==> src/rtl/player_lane_ctrl.sv <==
`default_nettype none
// ============================================================================
// Module   : player_lane_ctrl
// Purpose  : Player lane selector with move cooldown, hit lockout and a
//            registered active-low 7-segment lane indicator.
//            Optional macro PLAYER_BLINK_EN blinks the indicator during HIT.
// Revision : 1.0  initial release
// ============================================================================
module player_lane_ctrl #(
    parameter int LANES      = 2,
    parameter int START_LANE = 0,
    parameter int WRAP       = 0,
    parameter int COOLDOWN   = 4,
    parameter int HIT_CYCLES = 16
) (
    input  logic       clk,
    input  logic       rst,
    input  logic       move_up,
    input  logic       move_down,
    input  logic       hit,
    output logic [1:0] lane,
    output logic [6:0] seg,
    output logic       busy
);

    typedef enum logic [1:0] {
        ST_INIT  = 2'd0,
        ST_READY = 2'd1,
        ST_COOL  = 2'd2,
        ST_HIT   = 2'd3
    } state_t;

    localparam logic [1:0] c_START = 2'(START_LANE);
    localparam logic [1:0] c_LAST  = 2'(LANES - 1);
    localparam logic [7:0] c_COOL  = 8'(COOLDOWN);
    localparam logic [7:0] c_HIT   = 8'(HIT_CYCLES);
    localparam logic [6:0] c_BLANK = 7'b1111111;

    state_t     r_state;
    state_t     w_nextState;
    logic [1:0] r_lane;
    logic [1:0] w_nextLane;
    logic [7:0] r_cnt;
    logic [7:0] w_nextCnt;
    logic [6:0] r_seg;
    logic [6:0] w_nextSeg;

    function automatic logic [6:0] lanePattern(input logic [1:0] idx);
        case (idx)
            2'd0:    lanePattern = 7'b0011100;
            2'd1:    lanePattern = 7'b0100011;
            2'd2:    lanePattern = 7'b1110111;
            default: lanePattern = 7'b1111110;
        endcase
    endfunction

    always_comb begin
        w_nextState = r_state;
        w_nextLane  = r_lane;
        w_nextCnt   = r_cnt;
        case (r_state)
            ST_INIT: begin
                w_nextState = ST_READY;
                w_nextLane  = c_START;
                w_nextCnt   = '0;
            end
            ST_READY: begin
                // Hit wins over any move presented in the same cycle.
                if (hit) begin
                    w_nextState = ST_HIT;
                    w_nextCnt   = c_HIT;
                end else if (move_up && !move_down) begin
                    if (r_lane != 2'd0) begin
                        w_nextLane  = r_lane - 2'd1;
                        w_nextState = ST_COOL;
                        w_nextCnt   = c_COOL;
                    end else if (WRAP != 0) begin
                        w_nextLane  = c_LAST;
                        w_nextState = ST_COOL;
                        w_nextCnt   = c_COOL;
                    end
                end else if (move_down && !move_up) begin
                    if (r_lane != c_LAST) begin
                        w_nextLane  = r_lane + 2'd1;
                        w_nextState = ST_COOL;
                        w_nextCnt   = c_COOL;
                    end else if (WRAP != 0) begin
                        w_nextLane  = 2'd0;
                        w_nextState = ST_COOL;
                        w_nextCnt   = c_COOL;
                    end
                end
            end
            ST_COOL, ST_HIT: begin
                if (hit) begin
                    w_nextState = ST_HIT;
                    w_nextCnt   = c_HIT;
                end else if (r_cnt <= 8'd1) begin
                    w_nextState = ST_READY;
                    w_nextCnt   = '0;
                end else begin
                    w_nextCnt = r_cnt - 8'd1;
                end
            end
            default: begin
                w_nextState = ST_INIT;
                w_nextLane  = c_START;
                w_nextCnt   = '0;
            end
        endcase
    end

`ifdef PLAYER_BLINK_EN
    logic [1:0] r_blink;
    logic [1:0] w_nextBlink;

    // Two-cycle phases: blank on HIT entry, then lane pattern, and so on.
    always_comb begin
        w_nextBlink = (r_state == ST_HIT) ? r_blink + 2'd1 : 2'd0;
        if (w_nextState == ST_INIT) begin
            w_nextSeg = c_BLANK;
        end else if (w_nextState == ST_HIT && !w_nextBlink[1]) begin
            w_nextSeg = c_BLANK;
        end else begin
            w_nextSeg = lanePattern(r_lane);
        end
    end

    always_ff @(posedge clk) begin
        if (!rst) begin
            r_blink <= 2'd0;
        end else begin
            r_blink <= w_nextBlink;
        end
    end
`else
    // Built from the current lane so the indicator trails a lane change by one cycle.
    always_comb begin
        w_nextSeg = (w_nextState == ST_INIT) ? c_BLANK : lanePattern(r_lane);
    end
`endif

    always_ff @(posedge clk) begin
        if (!rst) begin
            r_state <= ST_INIT;
            r_lane  <= c_START;
            r_cnt   <= '0;
            r_seg   <= c_BLANK;
        end else begin
            r_state <= w_nextState;
            r_lane  <= w_nextLane;
            r_cnt   <= w_nextCnt;
            r_seg   <= w_nextSeg;
        end
    end

    assign lane = r_lane;
    assign seg  = r_seg;
    assign busy = (r_state == ST_COOL) || (r_state == ST_HIT);

endmodule
`default_nettype wire

==> config.mk <==
export PLATFORM = sky130hd
export DESIGN_NAME = player_lane_ctrl
export DESIGN_NICKNAME = d
export VERILOG_FILES = /design/src/rtl/player_lane_ctrl.sv
export SDC_FILE = /design/constraint.sdc
export NUM_CORES = 1
export LEC_CHECK = 0
export ABC_CLOCK_PERIOD_IN_PS = 2300
export BUFFER_PORTS_ARGS = -buffer_cell sky130_fd_sc_hd__buf_4
export CAP_MARGIN = 0
export CORE_UTILIZATION = 57
export CTS_BUF_LIST = sky130_fd_sc_hd__clkbuf_4 sky130_fd_sc_hd__clkbuf_8
export DETAILED_ROUTE_END_ITERATION = 16
export PLACE_DENSITY = 0.83
export SYNTH_ARGS = -nofsm -noshare
export SYNTH_HDL_FRONTEND = slang
export SYNTH_SLANG_ARGS = --single-unit
==> constraint.sdc <==
create_clock -name clk -period 2.3 [get_ports clk]
set_input_delay 0.46 -clock clk [delete_from_list [all_inputs] [get_ports clk]]
set_output_delay 0.46 -clock clk [all_outputs]
set_load 0.005 [all_outputs]
# Word level (Yosys, flattened, before mapping)
# Index checks and enable logic that the tools add are counted.
# word_totals
regBits,19
input_bits,5
elab_cells,59
# classes
reduce_logical,14
mux,23
addsub,3
n_bitwise,1
n_lt_le_gt_ge,1
n_eq_ne,13
# ops
op,count
two-way mux 8 bit,7
two-way mux 2 bit,12
case mux 8 bit (3 select lines),1
case mux 7 bit (3 select lines),1
"inequality test 4 bit, second input constant",3
"inequality test 3 bit, second input constant",3
"less-or-equal comparator 8 x 1 -> 1 bit, second input constant",1
"subtractor 8 x 1 -> 8 bit, second input constant",1
"equality test 2 bit, second input constant",3
logical NOT 2 bit,3
case mux 2 bit (3 select lines),1
AND reduction 5 bit,1
"equality test 2 x 1 -> 1 bit, second input constant",2
case mux 2 bit (2 select lines),1
nonzero test 2 bit,2
OR reduction 2 bit,2
AND reduction 3 bit,1
"adder 2 x 1 -> 2 bit, second input constant",1
logical AND 1 bit,2
logical NOT 1 bit,2
"inequality test 2 x 1 -> 1 bit, second input constant",1
"inequality test 2 bit, second input constant",1
"subtractor 2 x 1 -> 2 bit, second input constant",1
logical OR 1 bit,1
NOT 1 bit,1

# Logic depth before layout (Yosys ltp)
# depth
word_depth,8
depth_mapped,6
mapped_depth_nobuf,6

# Worst setup path before layout
# No wires, ideal clock.
# synth_path
path_kind,in2reg
start,input port move_down
end,register r_cnt[5]
required_time_ps,2230
stages,6
arrival_ps,1896
setup_ps,70
n_path_buf,0
slack_ps,334
path_cell_list,inv_1 ha_1 nor3b_1 nor4_2 or4_2 a21oi_1
# synth_via
elab_chain_cells,5
elab_cells_between_ends,10
cone_classes,3 x eq/ne; 3 x mux; 4 x reduce/logical
# synth_lines
element,line,text
"start, declared",19,"input logic move_down,"
logical NOT 1 bit,72,end else if (move_up && !move_down) begin
logical AND 1 bit,72,
two-way mux 8 bit,72,
two-way mux 8 bit,69,if (hit) begin
case mux 8 bit (3 select lines),61,case (r_state)
"end signal, assigned",152,r_cnt <= w_nextCnt;
"end, declared",43,logic [7:0] r_cnt;
# Parallel ways exist; a longest one is shown, timed or not.
# A chain may end at the register's enable or synchronous reset.

# Worst setup path in the final report
# layout_path
start,"register r_lane[1], in the netlist lane[1]"
end,register r_cnt[3]
# layout_via
elab_chain_cells,3
elab_cells_between_ends,5
cone_classes,3 x eq/ne; 2 x reduce/logical
# layout_lines
element,line,text
"start, declared",41,logic [1:0] r_lane;
"start signal, assigned",146,r_lane <= c_START;
"start signal, assigned",151,r_lane <= w_nextLane;
inequality test 2 x 1 -> 1 bit / nonzero test 2 bit (equally long branches),"83, 73",
inequality test 4 bit (no line),-,
AND reduction 3 bit (no line) (*),-,
# Every way passes the cells marked *; elsewhere a longest branch is shown, timed or not.

==> results.ini <==
[cts]
clk_path_buf_depth = 2
cts_tree = built
cts.sinks = 17
clkLatencyLatePin_ps = 290
h-tree-depth = 1
cts_setup_buffers = 0
cts_hold_buf = 0
root_buffer = clkbuf_4
cts_buffers = 3
post_cts_resized = 0
clk_transition_reported_paths_ps = 110

[timing]
relSlewSlack = 0.681
post-route-period-util = 0.886
slew_viol_final = 0
tightest_slew_ps = 475
fmax_ghz = 0.491
setup_tns_ps = 0
worst_slack_ps = 262
rsz0062_at_grt = false
hold_viol_final = 0
skew_ps = 7.51
setup_violations = 0
fin_crit_ps = 2040

[logic_synthesis]
ys_types = 31
synth.area.top_cells = dfxtp_1 38%, ha_1 11%, nand2_1 4.6%, a21oi_1 4.5%, inv_1 3.4%
synth_fp_nets = 118
ys_seq_area_frac = 0.380
ys.warnings.count = 0
avgSynthCellArea_um2 = 8.53
synth-seq-cells = 17
syn_inst = 105
synth_top_area_share = 0.380
synth_largest_area_cell = dfxtp_1
syn_area_um2 = 896
async_reset_ff_frac = 0
ys.flop_type = dfxtp_1
synth_edf_count = 0
synth_common_cells = 17 x dfxtp_1, 11 x nand2_1, 8 x a21oi_1, 8 x ha_1, 8 x inv_1
yosysMostFrequentCell = dfxtp_1

[critical_path]
worst_setup_path_end_kind = flip-flop
worst_ep_required_time_ps = 2530
crit_chain = inv_1, ha_1, nor3b_1, nor4_2, or4_2, a21oi_1
reg2reg_from = lane[1]
cp_top_family = simple AND/OR/NAND/NOR gates
path_buf_inv = 1
cpPeakStageDelay_ps = 620
arrival_ps = 2260
slowest_stage = or4_2
cp_max_fo = 6
startpoint = lane[1]
cp-start-kind = flip-flop
critical_path_class = flip-flop to flip-flop

[detailed_routing]
viasPerCell = 5.73
first_pass_iters = 4
wl_per_cell_um = 12.9
drc = 0
drt-initial-drc-count = 22
routed_wl_um = 1750
via_count = 773
ant_nets = 0

[grt]
grt_pass1_vias = 672
grt_pass1_wl_um = 2860
grt_start_max_net_pins = 13
gr-usage-all-layers = 0.213
grt_overflow_total = 0
antenna_found_initial = 0

[placement]
place.gp.congestion = 0.816
preCtsSetupSlack_ps = 146
port_buffers = 14
hpwlAfterDp_um = 1330

[worst_hold_path]
min-delay-start = rst
hp-class = input port to flip-flop

[power_and_ir_drop]
ir_drop_uv = 426
intPower_uw = 447
p_leak_uw = 0.000464
switching_share = 0.290
power.switching_uw = 182
clkPwrFrac = 0.255
power.share.sequential = 0.525
p_comb_frac = 0.220
p_per_area_nw_per_um2 = 609

[floorplanning]
rows = 13
initial_utilization = 0.648
boundaryPins = 15
die_w_um = 41.6
dieHeight_um = 41.6
core_area_um2 = 1380
dieArea_um2 = 1730

[final_layout]
drive_gt1_frac = 0.217
area_growth_pct = 15.2
n_fill_cell = 101
seqCellArea_um2 = 340
diodes = 0
multi_input_area_um2 = 503
layout.nets = 134
final_util = 0.747

[job]
max_cap_viol_count = 0

[run_status]
outcome = completed

worst register-to-register path: cells and delay by family (launching register included):
| kind | cells | cell delay (ps) |
|---|---|---|
| AO/OA/AOI/OAI | 1 | 160 |
| adder cells (fa/ha/maj) | 1 | 210 |
| flip-flops | 1 | 410 |
| buffers and inverters | 1 | 80 |
| AND/OR/NAND/NOR | 3 | 1120 |
sequential cells by signal (all words and copies together) (netlist names):
signal / count
lane: 2
r_cnt: 8
seg: 5
r_state: 2
path summary, 6_finish.rpt:
kind | to | slack [ps] | cells after the start
worst min-delay path | seg[6] | 420 | 2
worst max register to register | r_cnt[3] | 260 | 6
worst min register to register | r_cnt[1] | 490 | 2
worst max-delay path | r_cnt[3] | 260 | 6
cells by family after synthesis:
kind of cell | after synthesis | share of synthesized area
DFF | 17 | 0.380
buffers and inverters | 12 | 0.0587
AOI/OAI and AO/OA | 24 | 0.168
and+or+nand+nor | 41 | 0.253
xor gates and xnor gates | 3 | 0.0293
adders and majority gates | 8 | 0.112
layout by cell type, fill, tap and decap left out, types with 2 or more instances in the layout:
master and n:
nor2_1 6, or2_2 3, ha_1 8, o21ai_0 5, o31ai_1 2, and3_1 2, nand2_1 11, buf_4 15
or3_1 2, clkbuf_4 3, inv_1 8, nand2b_1 4, nor3_1 5, or4_2 2, o21a_1 3, xnor2_1 2
a21oi_1 8, dfxtp_1 17
metal layers:
layer,track usage,up-vias,share of wire
met3,0.0435,2,0.040
li1,-,395,-
met1,0.268,357,0.48
met5,0,-,0
met4,0.0774,0,0.0097
met2,0.356,19,0.47
area by class of cell:
class	count	share of cell area
clock buffers	3	0.0218
multi-input cells	76	0.487
inverters	8	0.0291
flip-flops and latches	17	0.330
clock inverters	1	0.00485
well taps	15	0.0182
repair buffers	15	0.109
per-stage QoR:
stage                     instance area (µm²)  hold WS (ps)  power [µW]  instances
after floorplan                           896           444         432        105
after global placement                   1000           465         469        131
after detailed placement                 1000           468         474        131
after CTS                                1030           414         633        135
after global routing                     1030           405         668        135
final                                    1030           417         629        135
power by group through the flow:
stage          registers, µW  clock network [µW]  logic, µW
2_1_floorplan            333                   0       99.6
6_report                 330                 160        138
5_1_grt                  333                 183        153
3_5_place_dp             336                   0        138
4_1_cts                  330                 165        138
3_3_place_gp             335                   0        134
(Power assumes the default switching activity.)
